--- src/rtl/bsg_manycore_store_fence_ctrl.sv ---
// Remote-store credit counter and fence sequencer between the core and the request network.
// Optional fence watchdog enabled by defining BSG_MANYCORE_FENCE_TIMEOUT_EN.
module bsg_manycore_store_fence_ctrl #(
    parameter int unsigned x_cord_width_p = 4,
    parameter int unsigned y_cord_width_p = 4,
    parameter int unsigned max_out_p      = 16,
    parameter int unsigned cntr_width_lp  = $clog2(max_out_p + 1),
    parameter int unsigned timeout_p      = 1024
) (
    input  logic                      clk_i,
    input  logic                      reset_n_i,

    input  logic                      st_v_i,
    output logic                      st_yumi_o,
    output logic                      st_v_o,
    input  logic                      st_ready_i,

    input  logic                      ret_v_i,
    input  logic [x_cord_width_p-1:0] ret_from_x_i,
    input  logic [y_cord_width_p-1:0] ret_from_y_i,
    input  logic [x_cord_width_p-1:0] my_x_i,
    input  logic [y_cord_width_p-1:0] my_y_i,
    output logic                      ret_ready_o,

    input  logic                      fence_v_i,
    output logic                      fence_ready_o,
    output logic                      fence_done_o,
`ifdef BSG_MANYCORE_FENCE_TIMEOUT_EN
    output logic                      fence_timeout_o,
`endif
    output logic [cntr_width_lp-1:0]  out_cnt_o,
    output logic                      err_underflow_o
);

    typedef enum logic [1:0] {
        IDLE  = 2'd0,
        FENCE = 2'd1,
        DONE  = 2'd2
    } state_e;

    state_e                   state_r;
    logic [cntr_width_lp-1:0] cnt_r;
    logic                     err_r;
    logic                     ret_valid_nl;
    logic                     credit_ok;
    logic                     inc;

    // Acks that loop back from our own tile never correspond to a counted store.
    assign ret_valid_nl = ret_v_i & ({ret_from_x_i, ret_from_y_i} != {my_x_i, my_y_i});
    assign credit_ok    = (cnt_r != cntr_width_lp'(max_out_p));

    assign st_v_o          = st_v_i & credit_ok & (state_r == IDLE);
    assign st_yumi_o       = st_v_o & st_ready_i;
    assign inc             = st_yumi_o;
    assign ret_ready_o     = 1'b1;
    assign fence_ready_o   = (state_r == IDLE);
    assign fence_done_o    = (state_r == DONE);
    assign out_cnt_o       = cnt_r;
    assign err_underflow_o = err_r;

    // Outstanding counter, sticky underflow flag and fence sequencing.
    always_ff @(posedge clk_i or negedge reset_n_i) begin
        if (!reset_n_i) begin
            state_r <= IDLE;
            cnt_r   <= '0;
            err_r   <= 1'b0;
        end else begin
            if (inc && !ret_valid_nl) begin
                cnt_r <= cnt_r + cntr_width_lp'(1);
            end else if (!inc && ret_valid_nl) begin
                if (cnt_r != '0) begin
                    cnt_r <= cnt_r - cntr_width_lp'(1);
                end else begin
                    err_r <= 1'b1;
                end
            end

            case (state_r)
                IDLE:    if (fence_v_i) state_r <= FENCE;
                FENCE:   if ((cnt_r == '0) && !inc) state_r <= DONE;
                DONE:    state_r <= IDLE;
                default: state_r <= IDLE;
            endcase
        end
    end

`ifdef BSG_MANYCORE_FENCE_TIMEOUT_EN
    localparam int unsigned tmo_width_lp = $clog2(timeout_p + 1);

    logic [tmo_width_lp-1:0] tmo_cnt_r;
    logic                    tmo_r;

    assign fence_timeout_o = tmo_r;

    // Watchdog only reports a stuck fence; it never forces completion.
    always_ff @(posedge clk_i or negedge reset_n_i) begin
        if (!reset_n_i) begin
            tmo_cnt_r <= '0;
            tmo_r     <= 1'b0;
        end else if ((state_r == IDLE) && fence_v_i) begin
            tmo_cnt_r <= '0;
        end else if ((state_r == FENCE) && (tmo_cnt_r != tmo_width_lp'(timeout_p))) begin
            tmo_cnt_r <= tmo_cnt_r + tmo_width_lp'(1);
            if (tmo_cnt_r == tmo_width_lp'(timeout_p - 1)) begin
                tmo_r <= 1'b1;
                if (!tmo_r) begin
                    $display("fence timeout x%x y%x cnt%d", my_x_i, my_y_i, cnt_r);
                end
            end
        end
    end
`else
    logic unused_timeout;
    assign unused_timeout = (timeout_p == 0);
`endif

endmodule

--- config.mk ---
export PLATFORM = sky130hd
export DESIGN_NAME = bsg_manycore_store_fence_ctrl
export DESIGN_NICKNAME = d
export VERILOG_FILES = /design/src/rtl/bsg_manycore_store_fence_ctrl.sv
export SDC_FILE = /design/constraint.sdc
export NUM_CORES = 1
export LEC_CHECK = 0
export BUFFER_PORTS_ARGS = -buffer_cell sky130_fd_sc_hd__buf_2
export CORE_AREA = 2 2 39 41
export CTS_BUF_LIST = sky130_fd_sc_hd__clkbuf_4
export CTS_CLUSTER_SIZE = 8
export DETAILED_ROUTE_END_ITERATION = 10
export DIE_AREA = 0 0 41 43
export PLACE_DENSITY = 0.89
export SYNTH_ARGS = -nofsm -noshare
export SYNTH_HDL_FRONTEND = slang
export SYNTH_SLANG_ARGS = --single-unit
--- constraint.sdc ---
create_clock -name clk_i -period 5 [get_ports clk_i]
set_input_delay 0.5 -clock clk_i [delete_from_list [all_inputs] [get_ports clk_i]]
set_output_delay 0.5 -clock clk_i [all_outputs]
set_load 0.01 [all_outputs]
# Word-level counts from Yosys, hierarchy flattened
# Cells that the tools add are included.
# word_totals
register_bits	8
inputBits	22
output_inout_bits	11
wordCells	36
# classes
addsub	2
n_eq_ne	6
n_mux	6
bitwise	6
n_reduce_logical	13
# ops
operator	n
5-bit 2-to-1 mux	3
8-bit != test	1
5-bit by 1-bit adder with 5-bit output (second input constant)	1
5-bit logical NOT	1
5-bit != test (second input constant)	1
5-bit nonzero test	1
5-bit by 1-bit subtractor with 5-bit output (second input constant)	1
1-bit bitwise AND	4
2-bit 2-to-1 mux	2
2-bit != test (second input constant)	2
2-bit one-hot mux with 2 select lines	1
2-bit AND reduction	2
2-bit nonzero test	2
1-bit logical AND	3
3-bit AND reduction	1
2-bit by 1-bit equality test with 1-bit output (second input constant)	1
2-bit equality test (second input constant)	1
1-bit logical NOT	2
2-bit logical NOT	1
1-bit NOT	2

# Longest topological paths before layout
# Gate-level depths: netlist (run 1).
# logic_depth
ltp_word	8
mapped_depth	11
mapped_depth_nobuf	11

# Worst setup path before layout (run 1)
# Ideal clock, no wire load.
# synth_timing
path_kind	reg2reg
startpoint	reg state_r[0]
endpoint	reg cnt_r[4] (netlist: out_cnt_o[4])
setup_ps	123
t_arrival_ps	2507
t_required_ps	4877
slack_ps	2370
stages_incl_launch_ff	12
path_cell_list	dfrtp_1 nor2_1 nand2_1 a21oi_1 and2_1 ha_1 inv_1 ha_1 a21oi_1 a21oi_1 and4b_1 a21oi_1
# synth_between
elab_chain_cells	7
# synth_rtl
item	line_no	text
start, declared	41	state_e state_r;
start signal, assigned	64	state_r <= IDLE;
start signal, assigned	79	IDLE: if (fence_v_i) state_r <= FENCE;
start signal, assigned	80	FENCE: if ((cnt_r == '0) && !inc) state_r <= DONE;
2-bit logical NOT (*)	-	
via fence_ready_o	26	output logic fence_ready_o,
1-bit bitwise AND (*)	52	assign st_v_o = st_v_i & credit_ok & (state_r == IDLE);
via st_v_o	15	output logic st_v_o,
1-bit bitwise AND (*)	53	assign st_yumi_o = st_v_o & st_ready_i;
via st_yumi_o	14	output logic st_yumi_o,
1-bit logical NOT	70	end else if (!inc && ret_valid_nl) begin
1-bit logical AND	70	
2-bit nonzero test (no source line)	-	
2-bit AND reduction (no source line)	-	
end signal, assigned	69	cnt_r <= cnt_r + cntr_width_lp'(1);
end signal, assigned	72	cnt_r <= cnt_r - cntr_width_lp'(1);
end, declared	42	logic [cntr_width_lp-1:0] cnt_r;
# The timed path passes the listed nets; every way through them passes the cells marked *.
# A chain may end at the register's enable or synchronous reset.

# Final worst setup path (run 1)
# layout_timing
startpoint	reg cnt_r[1] (netlist: out_cnt_o[1])
endpoint	reg cnt_r[4] (netlist: out_cnt_o[4])
# layout_between
elab_chain_cells	8
# layout_rtl
item	line_no	text
5-bit != test	50	assign credit_ok = (cnt_r != cntr_width_lp'(max_out_p));
1-bit bitwise AND (2 in a row)	52	
1-bit bitwise AND	53	
1-bit logical NOT	70	
1-bit logical AND	70	
2-bit nonzero test (no source line)	-	
2-bit AND reduction (no source line)	-	
# Several ways; a longest one is shown, not always the timed one. The select of a mux whose other input is x is not followed.

==> metrics.md, run 1 <==
| Metric | Value |
|---|---|
| Fmax | approximately 0.37 GHz |
| Max Clock Skew | about 0.0019 ns |
| Critical Path Sink Type | flop |
| Fill count | ~120 |
| Die width | 41 µm |
| Top cells by count, synth | 10 x xnor2_1, 8 x dfrtp_1, 5 x a21oi_1, 5 x ha_1, 5 x nand2_1 |
| Post-CTS setup buffers | 0 |
| Synth top area share | between 30% and 40% |
| Worst EP required | roughly 5.1 ns |
| Vias/cell | 5.188 |
| Share of post-route cells with drive strength above 1 | between 40% and 50% |
| Fin util | roughly three fifths |
| Arr. time, crit path | between 2 and 3 ns |
| Netlist Area Pre-Place | approximately 620 µm² |
| GR Overflow Total | 0 |
| CTS H-tree lvls | 1 |
| Pwr Density | 469.7 nW/µm² |
| Drt total wl | between 1000 and 1500 µm |
| GP Congestion | 0.7604 |
| Initial drt markers | 4 |
| Initial antenna violation count | 0 |
| Clk sinks | 8 |
| CTS Buf Count | 3 |
| CTS Hold Buffers Added | 0 |
| Peak VDD IR | roughly 190 µV |
| Clock Pin Slew Worst Setup and Hold Paths | approximately 0.050 ns |
| Post-DP HPWL | around 1100 µm |
| Hold WC Path Type | input port to asynchronous set/reset pin |
| Finished Cell Area | between 800 and 900 µm² |
| Worst setup margin | about 2.3 ns |
| Post-DR wirelength/cell | ~12 µm |
| Crit. Startpoint | out_cnt_o[1] |
| Die height | between 40 and 50 µm |
| # IOs | 33 |
| Syn Area/Cell | roughly 9.9 µm² |
| Layout area overhead | 30.65% |
| Clock tree buffer depth | 2 |
| # DRC | 0 |
| ANT nets after route | 0 |
| Sequential cell area fraction in the yosys report | between 30% and 40% |
| Site row count | 14 |
| Final period util | about 54% |
| Clock Latency Late Sink | 0.24 ns |
| Largest cells by area after synthesis | dfrtp_1 32%, xnor2_1 14%, ha_1 10% |
| ANT cells | 0 |
| Status | complete, no violations |
| Warnings from Yosys | 0 |
| Final hold violation count | 0 |
| Die area | roughly 1800 µm² |
| Post-synthesis register bit count | 8 |
| Routed vias | about 580 |
| Crit Path Max Fanout | 6 |
| Most common cell in the synthesized netlist | xnor2_1 |
| Synth area leader | dfrtp_1 |
| Post-synth EDFFs | 0 |
| CP Launch Type | flop |
| P_leak | slightly below 0.4 nW |
| Post-Syn Nets | 91 |
| DP Area | between 700 and 800 µm² |
| Main synth FF type | dfrtp_1 |
| Max cap viols | 0 |
| Ys async rst share | 100.0% |
| Largest net degree at the start of global routing | 9 |
| Post-cts sizing count | 0 |
| First-pass GRT wire length | approximately 1900 µm |
| Final setup violation count | 0 |
| Drt first pass iters | 4 |
| Post-Syn Instances | between 60 and 70 |
| Initial Utilization | ~45% |
| Worst R2R Start | out_cnt_o[1] |
| Clock tree from TritonCTS | yes |
| Placement Setup Slack | between 2 and 2.5 ns |
| Max Transition Viols Final | 0 |
| Vias in the first global route | roughly 530 |
| I/O Buffers | 31 |
| Netlist cell types | 28 |
| Critical path class | flop to flop |
| Setup_tns | 0 ns |
| Fin crit period | roughly 2.7 ns |
| Final-stage net count | between 100 and 150 |
| RSZ-0062 raised after global routing | no |
| Overall routing resource usage | 16.06% |
| Root buf cell | clkbuf_4 |
| Core ar. | around 1400 µm² |
==> critical path: stages (launching register included) <==
cell	delay, ns
dfrtp_1	0.44
nor4_2	0.39
a21oi_1	0.15
and2_1	0.18
ha_1	0.29
inv_1	0.20
ha_1	0.29
a21oi_1	0.24
a21oi_1	0.10
and4b_1	0.25
a21oi_1	0.04
==> layout make-up <==
type                            instances  area [µm²]  share of cell area [%]
Tap cell                               16       20.02                   2.469
Sequential cell                         8       200.2                   24.69
Inverter                                3       11.26                   1.389
Multi-Input combinational cell         51       401.6                   49.54
Clock buffer                            3       22.52                   2.778
Timing Repair Buffer                   31       155.1                   19.14
==> kinds of logic (layout without fill, tap and decap cells) <==
logic type	Yosys count	count (layout)	synth area share (%)
DFF	8	8	32.26
other	1	1	0.6043
xor gates and xnor gates	11	11	15.52
AOI/OAI and AO/OA	12	12	13.11
buffers and inverters	4	37	3.025
and+or+nand+nor	19	19	18.15
adders and majority gates	6	6	13.31
muxes	2	2	4.032
==> metrics by stage <==
| step | cells | total power, W | hold WS, ns |
|---|---|---|---|
| CTS | 112 | 0.0003852 | 0.08204 |
| finish | 112 | 0.0003808 | 0.08326 |
| floorplan | 63 | 0.0002715 | 0.2044 |
| global placement | 109 | 0.0003262 | 0.3467 |
| global route | 112 | 0.0004183 | 0.08082 |
| detailed placement | 109 | 0.0003368 | 0.3491 |
==> registers in the layout, summed over array words and instances (netlist names) <==
| signal | cells |
|---|---|
| state_r | 2 |
| err_underflow_o | 1 |
| out_cnt_o | 5 |
==> power by group <==
part           total (W)  switching [W]  internal (W)
logic           0.000206      0.0000993      0.000107
clock network  0.0000464      0.0000192     0.0000273
registers       0.000128      0.0000362     0.0000921
total           0.000381       0.000155      0.000226
==> cell usage in the layout, fill, tap and decap left out <==
| master | Yosys | layout |
|---|---|---|
| a21o_1 | 1 | 1 |
| a21o_2 | 1 | 1 |
| a21oi_1 | 5 | 5 |
| a31oi_1 | 1 | 1 |
| and2_1 | 1 | 1 |
| and4b_1 | 1 | 1 |
| buf_2 | 0 | 31 |
| clkbuf_4 | 0 | 3 |
| conb_1 | 1 | 1 |
| dfrtp_1 | 8 | 8 |
| fa_1 | 1 | 1 |
| ha_1 | 5 | 5 |
| inv_1 | 3 | 3 |
| mux2_4 | 1 | 1 |
| mux2i_1 | 1 | 1 |
| nand2_1 | 5 | 5 |
| nand2b_2 | 1 | 1 |
| nand3_1 | 2 | 2 |
| nand4_1 | 2 | 2 |
| nand4b_1 | 1 | 1 |
| nor2_1 | 3 | 3 |
| nor2b_1 | 1 | 1 |
| nor3b_1 | 1 | 1 |
| nor4_2 | 1 | 1 |
| o21ai_0 | 2 | 2 |
| o21ai_4 | 1 | 1 |
| o31ai_1 | 1 | 1 |
| xnor2_1 | 10 | 10 |
| xor2_1 | 1 | 1 |
==> routing by layer <==
metal  part of all wire (%)  global-route usage (%)  vias to the layer above
met5                      0                       0                        -
met4                    4.1                   16.67                        0
met3                    8.4                   1.571                        6
met2                     48                   23.75                       36
met1                     39                   18.03                      251
li1                       -                       -                      288
==> worst paths after layout <==
| check | end | slack, ns | depth (start not counted) |
|---|---|---|---|
| setup / recovery | out_cnt_o[4] | 2.32 | 10 |
| hold / removal | out_cnt_o[4] | 0.08 | 1 |
| setup reg to reg | out_cnt_o[4] | 2.32 | 10 |
| hold reg to reg | err_underflow_o | 0.45 | 1 |
| max in group asynchronous | out_cnt_o[1] | 4.76 | 1 |
| min in group clk_i | err_underflow_o | 0.45 | 1 |
(Power assumes the default switching activity.)
==> run 2: changes to the inputs <==
- ABC_AREA: not set -> 1
- CORE_AREA: 2 2 39 41 -> not set
- CORE_UTILIZATION: not set -> 44
- DIE_AREA: 0 0 41 43 -> not set
- PLACE_DENSITY: 0.89 -> 0.83
- clock period: 5 -> 2.2 ns (I/O delays scaled with it)
==> metrics.md, run 2 <==
| Metric | Value |
|---|---|
| Status | complete, no violations |
| Combinational Power Share | approximately two thirds |
| ANT nets after route | 0 |
| Ys async rst share | 100.0% |
| Tot Pwr | 0.001192 W |
| GR Overflow Total | 0 |
| CP Launch Type | flop |
| Non-filler instance count after layout | 194 |
| Clock tree buffer depth | 2 |
| Post-synth EDFFs | 0 |
| Fin crit period | ~2.0 ns |
| Critical-path top delay cell | fa_1 |
| GP Congestion | around 0.77 |
| Hold path endpoint | state_r[0] |
| Top cells by count, synth | 49 x nand2_1, 30 x inv_1, 18 x nor2_1 |
| Initial drt markers | 12 |
| R2R Path End | out_cnt_o[4] |
| Sequential cell area fraction in the yosys report | 25.44% |
| Critical Path Sink Type | flop |
| Die height | 44.29 µm |
| CTS Buf Count | 3 |
| CTS H-tree lvls | 1 |
| RSZ-0062 raised after global routing | no |
| # IOs | 33 |
| Cell mode on critical path | nand2_1 |
| Share of post-route cells with drive strength above 1 | between 30% and 40% |
| Post-Syn Nets | between 150 and 200 |
| I/O Buffers | 31 |
| Clock Pin Slew Worst Setup and Hold Paths | 0.06 ns |
| Reg2reg setup slack | around 0.15 ns |
| Sequential share of power | between 20% and 30% |
| Pwr Density | about 1100 nW/µm² |
| Syn Area/Cell | between 5 and 6 µm² |
| Area occupied by multi-input gates | around 500 µm² |
| Cell Chain, Critical Path | inv_1 -> nand2_1 -> nor2_2 -> nand3_2 -> inv_2 -> ha_4 -> inv_2 -> fa_1 -> nand3_1 -> inv_1 -> nor2_1 -> nand2_1 -> nand2_1 -> nand2_1 -> nand2_1 |
| Fmax | between 0.4 and 0.5 GHz |
| Max cap viols | 0 |
| Netlist cell types | 21 |
| Final-stage net count | 200 |
| Critical path class | flop to flop |
| Site row count | 14 |
| Net Sw Frac | a little under half |
| Worst R2R Start | state_r[0] |
| Hold path start | fence_v_i |
| Fin util | roughly 67% |
| Die width | 44.29 µm |
| Post-Syn Instances | ~130 |
| Synth top area share | roughly a quarter |
| Switch Pwr | 0.0005663 W |
| Largest register FFs | 5 |
| Clock tree from TritonCTS | yes |
| Max Transition Viols Final | 0 |
| P_leak | slightly below 0.7 nW |
| Clock share of power | approximately a tenth |
| Post-synthesis register bit count | 8 |
| Cells on worst reg2reg path | 15 |
| Clock Latency Late Sink | 0.26 ns |
| Clk sinks | 8 |
| Vias/cell | 4.510 |
| Post-DP HPWL | approximately 1500 µm |
| Drt total wl | 1827 µm |
| Max Clock Skew | between 0.01 and 0.015 ns |
| Netlist Area Pre-Place | roughly 800 µm² |
| Synth area leader | dfrtp_1 |
| Pint | 0.0006256 W |
| Warnings from Yosys | 0 |
| Root buf cell | clkbuf_4 |
| Worst setup margin | 0.1530 ns |
| Final period util | 93.05% |
| Drt first pass iters | 4 |
| Main synth FF type | dfrtp_1 |
| Seq. cell area | about 200 µm² |
| Placed Cells | around 190 |
| Largest net degree at the start of global routing | 9 |
| Buf+Inv Stages, Crit Path | 4 |
| Fill count | roughly 150 |
| Vias in the first global route | approximately 760 |
| Hold WC Path Type | input port to flop |
| ANT cells | 0 |
| Routed vias | 875 |
| Core ar. | about 1600 µm² |
| Layout area overhead | 35.14% |
| Initial Utilization | around half |
| Arr. time, crit path | roughly 2.3 ns |
| Hold depth | 3 |
| Final hold violation count | 0 |
| Top Family by Delay on Critical Path | simple AND/OR/NAND/NOR gates |
| Largest cells by area after synthesis | dfrtp_1 25%, nand2_1 23%, inv_1 14% |
| Highest-count cells in the layout ignoring fill and taps | 49 x nand2_1, 31 x buf_2, 28 x inv_1 |
| Most common cell in the synthesized netlist | nand2_1 |
| Initial antenna violation count | 0 |
| Die area | just under 2000 µm² |
| Crit Path Max Fanout | 5 |
| Overall routing resource usage | ~20% |
| Commonest non-fill, non-tap cell in the layout | nand2_1 |
| # DRC | 0 |
| Final setup violation count | 0 |
| Placement Setup Slack | -0.006045 ns |
| First-pass GRT wire length | 2801 µm |
| Worst EP required | between 2 and 2.5 ns |
| Peak VDD IR | around 530 µV |
| Max incr delay on CP | ~0.40 ns |
| Post-DR wirelength/cell | between 9 and 10 µm |
-- run 2: power groups by stage --
stage	clock network [W]	registers [W]	logic, W
finish	0.000113	0.000290	0.000789
global route	0.000123	0.000299	0.000900
CTS	0.000114	0.000272	0.000739
detailed placement	0	0.000273	0.000737
global placement	0	0.000268	0.000702
floorplan	0	0.000319	0.000452
-- run 2: cell type report --
type	instances	share of cell area, %
repair buffers	36	18.35
multi-input cells	91	46.12
well taps	24	2.824
flip-flops and latches	8	19.06
clock buffers	3	2.118
inverters	32	11.53
-- run 2: logic make-up after synthesis --
logic type / count (synthesis) / synth area share [%]
buf+inv: 33 / 16.53
simple gates: 77 / 40.86
fa+ha+maj: 6 / 10.49
compound gates: 4 / 2.860
xor+xnor: 3 / 3.339
flops: 8 / 25.44
other cells: 1 / 0.4765
-- run 2: worst max-delay path by stage --
stage | depth (start not counted) | startpoint | end | slack (ns)
floorplan | 13 | out_cnt_o[0] | out_cnt_o[3] | 0.10
global placement | 13 | out_cnt_o[3] | out_cnt_o[3] | 0.08
detailed placement | 13 | out_cnt_o[3] | out_cnt_o[3] | -0.006
CTS | 13 | out_cnt_o[3] | out_cnt_o[3] | 0.06
global route | 14 | out_cnt_o[2] | out_cnt_o[4] | 0.03
finish | 15 | state_r[0] | out_cnt_o[4] | 0.15
-- run 2: worst min-delay path, delay by kind of cell --
family	cells	cell delay, ns
simple gates	2	0.09
buf+inv	1	0.08
-- run 2: repair_timing --
| item | CTS | global route |
|---|---|---|
| hold endpoints to repair | 8 | 0 |
| gates resized for setup | 1 | 10 |
| endpoints found under the setup margin | 1 | 2 |
| setup buffers | 0 | 1 |
| hold buffers | 1 | 0 |
-- run 2: metal layers --
layer  vias up  part of all wire (%)  GRT usage, %
met5         -                     0             0
met4         0                   3.9         12.12
met3        11                   5.6         2.449
met2        43                    52         35.59
met1       364                    38         21.17
li1        457                     -             -
-- run 2: stage by stage --
step / hold slack (ns) / instance area [µm²] / TNS, ns
6_report: 0.1609 / 1064 / 0
5_1_grt: 0.1823 / 1064 / 0
4_1_cts: 0.1655 / 1020 / 0
3_5_place_dp: 0.06924 / 987.2 / -0.006045
3_3_place_gp: 0.06771 / 987.2 / 0
2_1_floorplan: -0.07559 / 787.0 / 0
